[src/rtl/vector_dot_product.sv]
// ---------------------------------------------------------------------------
// vector_dot_product
//
// Fixed-point dot-product stage. A vector offered with vector_ready is
// snapshotted together with the coefficient register. The snapshot is then
// multiplied element by element, one element per cycle. The products are
// accumulated at full width. The sum is floor-shifted by FRAC_BITS, saturated
// to ELEMENT_WIDTH and presented with a one-cycle result_valid. A one-entry
// pending buffer accepts one extra vector while a computation is running.
//
// Ports
//   clk, reset        : clock, asynchronous active-high reset
//   enabled           : clock enable; low freezes all state and ignores inputs
//   vector, vector_ready : input vector and its single-cycle qualifier
//   coeff_in, coeff_load : coefficient vector and its load strobe
//   result, result_valid : saturated dot product and its one-cycle pulse
//   busy              : FSM is not IDLE
//   pending_full      : pending buffer holds a vector
//   overflow, dropped : sticky saturation / discarded-vector flags
//   result_count      : number of results produced (wraps)
// ---------------------------------------------------------------------------
module vector_dot_product #(
    parameter int ELEMENT_WIDTH    = 24,
    parameter int FRAC_BITS        = 8,
    parameter int VECTOR_DIMENSION = 3
) (
    input  logic                            clk,
    input  logic                            reset,
    input  logic                            enabled,
    input  logic signed [ELEMENT_WIDTH-1:0] vector   [0:VECTOR_DIMENSION-1],
    input  logic                            vector_ready,
    input  logic signed [ELEMENT_WIDTH-1:0] coeff_in [0:VECTOR_DIMENSION-1],
    input  logic                            coeff_load,
    output logic signed [ELEMENT_WIDTH-1:0] result,
    output logic                            result_valid,
    output logic                            busy,
    output logic                            pending_full,
    output logic                            overflow,
    output logic                            dropped,
    output logic        [ELEMENT_WIDTH-1:0] result_count
);

    localparam int W     = ELEMENT_WIDTH;
    localparam int D     = VECTOR_DIMENSION;
    localparam int ACC_W = 2 * W + $clog2(D) + 1;
    localparam int IDX_W = (D > 1) ? $clog2(D) : 1;

    localparam logic [IDX_W-1:0] IDX_LAST  = IDX_W'(D - 1);
    localparam logic [IDX_W-1:0] IDX_ONE   = {{(IDX_W-1){1'b0}}, 1'b1};
    localparam logic [W-1:0]     COUNT_ONE = {{(W-1){1'b0}}, 1'b1};

    typedef enum logic [1:0] {
        ST_IDLE = 2'd0,
        ST_MAC  = 2'd1,
        ST_OUT  = 2'd2
    } state_t;

    // Floor-shift the accumulator and clamp it into W bits.
    // Returns {saturated_flag, value}. The shifted value fits in W bits
    // exactly when all bits from the MSB down to bit W-1 agree.
    function automatic logic [W:0] shift_sat(input logic signed [ACC_W-1:0] a);
        logic signed [ACC_W-1:0] sh;
        sh = a >>> FRAC_BITS;
        if ((&sh[ACC_W-1:W-1]) || (~|sh[ACC_W-1:W-1])) begin
            return {1'b0, sh[W-1:0]};
        end else if (sh[ACC_W-1]) begin
            return {1'b1, 1'b1, {(W-1){1'b0}}};
        end else begin
            return {1'b1, 1'b0, {(W-1){1'b1}}};
        end
    endfunction

    state_t                  state_q, state_d;
    logic [IDX_W-1:0]        idx_q, idx_d;
    logic signed [ACC_W-1:0] acc_q, acc_d;
    logic signed [W-1:0]     work_v_q [0:D-1];
    logic signed [W-1:0]     work_v_d [0:D-1];
    logic signed [W-1:0]     work_c_q [0:D-1];
    logic signed [W-1:0]     work_c_d [0:D-1];
    logic signed [W-1:0]     pend_v_q [0:D-1];
    logic signed [W-1:0]     pend_v_d [0:D-1];
    logic signed [W-1:0]     coeff_q  [0:D-1];
    logic signed [W-1:0]     coeff_d  [0:D-1];
    logic                    pend_full_q, pend_full_d;
    logic signed [W-1:0]     result_q, result_d;
    logic                    result_valid_q, result_valid_d;
    logic                    busy_q, busy_d;
    logic                    overflow_q, overflow_d;
    logic                    dropped_q, dropped_d;
    logic [W-1:0]            count_q, count_d;

    logic signed [2*W-1:0]   mul_a_s, mul_b_s, prod_s;
    logic [W:0]              sat_s;

    // Next-state and datapath logic for the IDLE -> MAC -> OUT sequence.
    always_comb begin
        state_d        = state_q;
        idx_d          = idx_q;
        acc_d          = acc_q;
        work_v_d       = work_v_q;
        work_c_d       = work_c_q;
        pend_v_d       = pend_v_q;
        pend_full_d    = pend_full_q;
        result_d       = result_q;
        result_valid_d = 1'b0;
        overflow_d     = overflow_q;
        dropped_d      = dropped_q;
        count_d        = count_q;

        // Operands sign-extended to 2W so the product keeps full precision.
        mul_a_s = {{W{work_v_q[idx_q][W-1]}}, work_v_q[idx_q]};
        mul_b_s = {{W{work_c_q[idx_q][W-1]}}, work_c_q[idx_q]};
        prod_s  = mul_a_s * mul_b_s;
        sat_s   = shift_sat(acc_q);

        // Starts below read coeff_q, so a same-edge load only affects later starts.
        if (coeff_load) begin
            coeff_d = coeff_in;
        end else begin
            coeff_d = coeff_q;
        end

        case (state_q)
            ST_IDLE: begin
                if (vector_ready) begin
                    work_v_d = vector;
                    work_c_d = coeff_q;
                    acc_d    = '0;
                    idx_d    = '0;
                    state_d  = ST_MAC;
                end else begin
                    state_d  = ST_IDLE;
                end
            end
            ST_MAC: begin
                acc_d = acc_q + {{(ACC_W-2*W){prod_s[2*W-1]}}, prod_s};
                if (idx_q == IDX_LAST) begin
                    idx_d   = '0;
                    state_d = ST_OUT;
                end else begin
                    idx_d   = idx_q + IDX_ONE;
                end
                if (vector_ready) begin
                    if (pend_full_q) begin
                        dropped_d   = 1'b1;
                    end else begin
                        pend_v_d    = vector;
                        pend_full_d = 1'b1;
                    end
                end else begin
                    pend_full_d = pend_full_q;
                end
            end
            ST_OUT: begin
                result_d       = sat_s[W-1:0];
                result_valid_d = 1'b1;
                count_d        = count_q + COUNT_ONE;
                if (sat_s[W]) begin
                    overflow_d = 1'b1;
                end else begin
                    overflow_d = overflow_q;
                end
                acc_d = '0;
                idx_d = '0;
                if (pend_full_q) begin
                    // The buffered vector goes first; a simultaneous arrival refills the buffer.
                    work_v_d = pend_v_q;
                    work_c_d = coeff_q;
                    state_d  = ST_MAC;
                    if (vector_ready) begin
                        pend_v_d    = vector;
                        pend_full_d = 1'b1;
                    end else begin
                        pend_full_d = 1'b0;
                    end
                end else if (vector_ready) begin
                    work_v_d = vector;
                    work_c_d = coeff_q;
                    state_d  = ST_MAC;
                end else begin
                    state_d  = ST_IDLE;
                end
            end
            default: begin
                state_d = ST_IDLE;
            end
        endcase

        busy_d = (state_d != ST_IDLE);
    end

    // State and datapath registers; everything holds while enabled is low.
    always_ff @(posedge clk or posedge reset) begin
        if (reset) begin
            state_q        <= ST_IDLE;
            idx_q          <= '0;
            acc_q          <= '0;
            pend_full_q    <= 1'b0;
            result_q       <= '0;
            result_valid_q <= 1'b0;
            busy_q         <= 1'b0;
            overflow_q     <= 1'b0;
            dropped_q      <= 1'b0;
            count_q        <= '0;
            for (int i = 0; i < D; i++) begin
                work_v_q[i] <= '0;
                work_c_q[i] <= '0;
                pend_v_q[i] <= '0;
                coeff_q[i]  <= '0;
            end
        end else if (enabled) begin
            state_q        <= state_d;
            idx_q          <= idx_d;
            acc_q          <= acc_d;
            pend_full_q    <= pend_full_d;
            result_q       <= result_d;
            result_valid_q <= result_valid_d;
            busy_q         <= busy_d;
            overflow_q     <= overflow_d;
            dropped_q      <= dropped_d;
            count_q        <= count_d;
            for (int i = 0; i < D; i++) begin
                work_v_q[i] <= work_v_d[i];
                work_c_q[i] <= work_c_d[i];
                pend_v_q[i] <= pend_v_d[i];
                coeff_q[i]  <= coeff_d[i];
            end
        end
    end

    assign result       = result_q;
    assign result_valid = result_valid_q;
    assign busy         = busy_q;
    assign pending_full = pend_full_q;
    assign overflow     = overflow_q;
    assign dropped      = dropped_q;
    assign result_count = count_q;

endmodule

[config.mk]
export PLATFORM = sky130hd
export DESIGN_NAME = vector_dot_product
export DESIGN_NICKNAME = d
export VERILOG_FILES = /design/src/rtl/vector_dot_product.sv
export SDC_FILE = /design/constraint.sdc
export NUM_CORES = 2
export LEC_CHECK = 0
export CELL_PAD_IN_SITES_DETAIL_PLACEMENT = 0
export CELL_PAD_IN_SITES_GLOBAL_PLACEMENT = 1
export CORE_ASPECT_RATIO = 0.9
export CORE_MARGIN = 1
export CORE_UTILIZATION = 40
export DETAILED_ROUTE_END_ITERATION = 7
export PLACE_DENSITY = 0.72
export SLEW_MARGIN = 15
export SYNTH_ARGS = -nofsm -noshare
export SYNTH_HDL_FRONTEND = slang
export SYNTH_SLANG_ARGS = --single-unit
[constraint.sdc]
create_clock -name clk -period 11.65 [get_ports clk]
set_input_delay 1.165 -clock clk [delete_from_list [all_inputs] [get_ports clk]]
set_output_delay 1.165 -clock clk [all_outputs]
set_load 0.05 [all_outputs]
Word-level counts from Yosys, hierarchy flattened
Cells that the tools add are included.
Storage, ports and cells
  bits in registers: 396
  input bits: 149
  output and inout bits: 53
  logic and storage cells: 86
Operators by class
  add/sub/neg operators: 3
  multipliers: 1
  $lt $le $gt $ge: 1
  eq/ne operators: 8
  muxes and demuxes: 33
  bitwise gates (word level): 1
  reduce and logical (&&, ||, !) cells: 17
Operators with widths (number)
  2-to-1 mux 72 bit: 8
  one-hot mux 72 bit (2 select lines): 3
  one-hot mux 51 bit (3 select lines): 1
  2-to-1 mux 24 bit: 5
  binary-select mux 24 bit (select 2 bit): 2
  adder 51 bit: 1
  2-to-1 mux 51 bit: 1
  multiplier 24 x 24 -> 48 bit: 1
  2-to-1 mux 25 bit: 1
  adder 24 x 1 -> 24 bit, second input constant: 1
  AND reduction 20 bit: 1
  OR reduction 20 bit: 1
  one-hot mux 2 bit (3 select lines): 2
  != test 2 bit, second input constant: 5
  AND reduction 3 bit: 3
  2-to-1 mux 1 bit: 6
  2-to-1 mux 2 bit: 3
  AND reduction 2 bit: 3
  AND reduction 6 bit: 1
  nonzero test 2 bit: 3
  == test 2 bit, second input constant: 2
  AND reduction 4 bit: 1
  greater-or-equal comparator 3 bit, second input constant: 1
  inverter 2 -> 3 bit: 1
  7 further kinds: 7

Longest topological paths before layout
  word-level depth: 7
  gate-level depth with buffers: 45
  mapped depth without buffers: 41

Worst setup path after synthesis
No wires, ideal clock.
  path type: register -> register
  from: reg idx_q[1]
  to: reg acc_q[50]
  library setup time: 0.082 ns
  data arrival time: 9.832 ns
  required time: 11.568 ns
  setup slack: 1.736 ns
  stages on the path, launching flop included: 40
  path buffers: 3
  clock period less this slack: 9.914 ns
  path through: dfrtp_1 > clkbuf_1 > buf_1 > mux2i_1 > nor2_1 > a21oi_1 > clkbuf_1 > nor2_1 > fa_1 > inv_1 > fa_1 > fa_1 > fa_1 > fa_1 > inv_1 > fa_1 > inv_1 > fa_1 > [4 not listed] > a21oi_1 > a21boi_1 > a31oi_2 > o21ai_0 > a21o_1 > a21o_1 > a21oi_1 > xnor2_1 > ha_1 > nand2_1 > o21ai_0 > or4_1 > o2111ai_1 > nand4_1 > a311oi_1 > xor2_1 > a21oi_1 > o22ai_1
Between the ends
  longest elaborated chain between the ends: 7
  elaborated cells between the ends (all ways): 10
  classes of those cells: add/sub (1); mul (1); mux (7); bitwise (1)
RTL lines
  start: declaration: RTL line 74  | logic [IDX_W-1:0] idx_q, idx_d;
  start signal: assignment: RTL line 213  | idx_q <= idx_d;
  inverter 2 -> 3 bit (not written as such) (*): RTL line 111, 112
  binary-select mux 24 bit (select 2 bit) (on tied branches): RTL line 111, 112
  2-to-1 mux 24 bit (on tied branches) (2 in series): RTL line 111, 112
  multiplier 24 x 24 -> 48 bit (*): RTL line 113  | prod_s = mul_a_s * mul_b_s;
  adder 51 bit (*): RTL line 136  | acc_d = acc_q + {{(ACC_W-2*W){prod_s[2*W-1]}}, prod_s};
  one-hot mux 51 bit (3 select lines) (*): RTL line 123  | case (state_q)
  end signal: assignment: RTL line 197  | acc_q <= '0;
  end signal: assignment: RTL line 214  | acc_q <= acc_d;
  end: declaration: RTL line 75  | logic signed [ACC_W-1:0] acc_q, acc_d;
Every way passes the cells marked *; elsewhere a longest branch is shown, timed or not. The select of a mux whose other input is x is not followed.
A chain may end at the register's enable or synchronous reset.

Final worst setup path
Ends and elaborated chain as after synthesis.

==> impl_metrics.tcl <==
set metrics [dict create \
    numClockSinks 396 \
    cp-start-kind "flop" \
    mappedNetlistNets 5227 \
    clock.fmax_ghz 0.0899 \
    synth_sequential_area_ratio_pct 24.7 \
    clk-insertion-delay-late_ns 0.63 \
    initial_antenna_violation_count 3 \
    wire_length_of_the_first_global_routing_pass_um 185000 \
    clock_path_buffers 3 \
    maxCapViolations 0 \
    finalHoldViolCount 0 \
    ios 202 \
    synth_top_cells_by_area "sky130_fd_sc_hd__fa_1, sky130_fd_sc_hd__dfrtp_1, sky130_fd_sc_hd__inv_1" \
    critical_path.max_fanout 23 \
    syn_avg_cell_area_sq_um 9.35 \
    htreeDepth 2 \
    finalMaxSlewViolations 0 \
    placement.io_buffers 201 \
    holdPathStages 2 \
    setup_viol 0 \
    wl_per_cell_um 20.4 \
    via_count_of_the_first_global_routing_pass 30900 \
    hpwlAfterDp_um 93900 \
    period_utilisation_layout_pct 95.5 \
    initialDrtViolationCount 2168 \
    post_synth_instance_area_sq_um 40100 \
    chipHeight_um 302 \
    top_cell_type_s_share_of_synthesized_area_pct 30.4 \
    hold_class "flop to flop" \
    synth_top_flop_cell "sky130_fd_sc_hd__dfrtp_1" \
    clk_transition_reported_paths_ns 0.06 \
    design.die.area_sq_um 101000 \
    netlist.top_cell.by_area "sky130_fd_sc_hd__fa_1" \
    final_nets 5391 \
    status "complete, no violations" \
    crit_type "flop to flop" \
    core_area_sq_um 98700 \
    worst_pin_slew_ns 1.05 \
    yosysWarningCount 0 \
    timing.final.crit_period_ns 11.13 \
    yosys_register_bits 396 \
    antenna_violating_nets_post_route 0 \
    crit_path_end_kind "flop" \
    worstRegToRegCells 39 \
    finalClockSkew_ns 0.0420 \
    drive_above_1_share_pct 9.01 \
    detail_route.wirelength_um 119000 \
    via_per_inst 5.17 \
    routabilityCongestion 0.932 \
    crit_path_max_incr_delay_ns 0.72 \
    fp.dieW_um 336 \
    ctsRootBufferMaster "sky130_fd_sc_hd__clkbuf_16" \
    cts-buffers-inserted 47 \
    gr-usage-all-layers_pct 23.9 \
    library_cell_contributing_the_largest_single_delay_on_the_critical_path "sky130_fd_sc_hd__dfrtp_4" \
    cp_data_required_time_ns 12.17 \
    cp_common_cell "sky130_fd_sc_hd__fa_1" \
    share_of_synthesized_registers_carrying_an_async_set_or_reset_pct 100 \
    grt_max_degree 79 \
    tritoncts_clock_tree "built" \
    synth-edff-count 0 \
    grt_setup_unrepaired "false" \
    area_delta_synth_final_pct 14.3 \
    floorplan.initialDensity_pct 40.6 \
    grt_remaining_overflow 0 \
    detail_route.first_pass.iterations 6 \
    timing.max_slew.rel_slack_pct 29.5 \
    layout.cells.most_common_list "sky130_fd_sc_hd__inv_1, sky130_fd_sc_hd__nand2_1, sky130_fd_sc_hd__fa_1, sky130_fd_sc_hd__nor2_1, sky130_fd_sc_hd__dfrtp_1" \
    netlist-cell-type-count 69 \
    cp.arrival_ns 11.65 \
    layout.cells.most_common "sky130_fd_sc_hd__inv_1" \
    drcViolationCount 0 \
    vias 30100 \
    setup_total_negative_slack_ns 0 \
    syn_inst 4283 \
    rows 109 \
]
per-stage QoR:
stage / util, % / hold WS (ns) / cell area (sq um) / setup slack (ns) / std cells
final: 46.4 / 0.448 / 45800 / 0.525 / 5816
after global routing: 46.4 / 0.467 / 45800 / 0.00429 / 5815
after CTS: 46.3 / 0.446 / 45700 / 0.562 / 5810
after detailed placement: 44.6 / 0.449 / 44000 / 0.590 / 5725
after global placement: 44.6 / 0.444 / 44000 / 0.755 / 5725
after floorplan: - / 0.433 / 40100 / 1.74 / 4283
routing by layer:
metal | GRT usage, % | share of wire, % | vias up
li1 | - | - | 13800
met1 | 34.9 | 45 | 15200
met2 | 36.9 | 45 | 962
met3 | 4.01 | 7.0 | 156
met4 | 6.12 | 2.7 | 0
met5 | 0 | 0 | -
repair_timing:
item,in CTS,in global routing
buffers inserted,0,5
setup endpoints to repair,0,1
gates resized for setup,0,9
hold buffers,0,0
registers in the layout, indices dropped and copies added, names as in the netlist, 2 cells and up:
name	count
coeff_q	72
pend_v_q	72
work_c_q	72
work_v_q	72
acc_q	51
result	24
result_count	24
idx_q	2
state_q	2
kinds of logic after synthesis:
family                     synth area share [%]
and+or+nand+nor                            14.0
buffers and inverters                      7.91
adders and majority gates                  36.2
AOI/OAI and AO/OA                          9.24
DFF                                        24.7
muxes                                      5.33
xor gates and xnor gates                   2.56
worst max-delay path, delay by kind of cell (launching register included):
family | cells | cell delay, ns
AOI/OAI and AO/OA | 14 | 3.35
adders and majority gates | 9 | 4.24
xor gates and xnor gates | 2 | 0.44
muxes | 1 | 0.22
DFF | 1 | 0.72
buffers and inverters | 7 | 0.88
and+or+nand+nor | 6 | 1.19
Yosys cell counts, types with 5 or more instances:
master / count
sky130_fd_sc_hd__a211oi_1: 11
sky130_fd_sc_hd__a21boi_0: 6
sky130_fd_sc_hd__a21o_1: 69
sky130_fd_sc_hd__a21oi_1: 217
sky130_fd_sc_hd__a31oi_1: 9
sky130_fd_sc_hd__and2_1: 19
sky130_fd_sc_hd__and3_1: 17
sky130_fd_sc_hd__and4_1: 7
sky130_fd_sc_hd__buf_1: 17
sky130_fd_sc_hd__clkbuf_1: 195
sky130_fd_sc_hd__dfrtp_1: 396
sky130_fd_sc_hd__fa_1: 608
sky130_fd_sc_hd__ha_1: 187
sky130_fd_sc_hd__inv_1: 628
sky130_fd_sc_hd__mux2_2: 146
sky130_fd_sc_hd__mux2i_1: 49
sky130_fd_sc_hd__nand2_1: 627
sky130_fd_sc_hd__nand2b_1: 38
sky130_fd_sc_hd__nand3_1: 18
sky130_fd_sc_hd__nand3b_1: 74
sky130_fd_sc_hd__nand4_1: 23
sky130_fd_sc_hd__nor2_1: 452
sky130_fd_sc_hd__nor2b_1: 16
sky130_fd_sc_hd__nor3_1: 8
sky130_fd_sc_hd__nor4_1: 5
sky130_fd_sc_hd__o211ai_1: 6
sky130_fd_sc_hd__o21a_1: 27
sky130_fd_sc_hd__o21ai_0: 188
sky130_fd_sc_hd__o21ai_1: 19
sky130_fd_sc_hd__o21bai_1: 12
sky130_fd_sc_hd__o31ai_1: 5
sky130_fd_sc_hd__or2_2: 5
sky130_fd_sc_hd__xnor2_1: 78
sky130_fd_sc_hd__xor2_1: 39
final timing paths:
path / slack [ns] / startpoint / endpoint
min in group asynchronous: 0.94 / reset / result_count[8]$_DFFE_PP0P_
setup / recovery: 0.52 / idx_q[1]$_DFFE_PP0P_ / acc_q[50]$_DFFE_PP0P_
setup reg to reg: 0.52 / idx_q[1]$_DFFE_PP0P_ / acc_q[50]$_DFFE_PP0P_
hold reg to reg: 0.45 / coeff_q[1]$_DFFE_PP0P_ / work_c_q[1]$_DFFE_PP0P_
max in group asynchronous: 7.90 / reset / pend_v_q[40]$_DFFE_PP0P_
hold / removal: 0.45 / coeff_q[1]$_DFFE_PP0P_ / work_c_q[1]$_DFFE_PP0P_
area by class of cell:
| class | instances | area (sq um) |
|---|---|---|
| sequential | 396 | 9910 |
| fill | 9558 | 53000 |
| clock buffer | 68 | 1370 |
| multi-input combinational | 3045 | 27100 |
| clock inverter | 17 | 323 |
| timing repair buffer | 329 | 3020 |
| antenna | 1 | 2.50 |
| inverter | 628 | 2360 |
| tap | 1332 | 1670 |
Power is left out: the tool's default activity adds up to more than one toggle a clock period on the data nets, which glitch-free logic cannot reach.
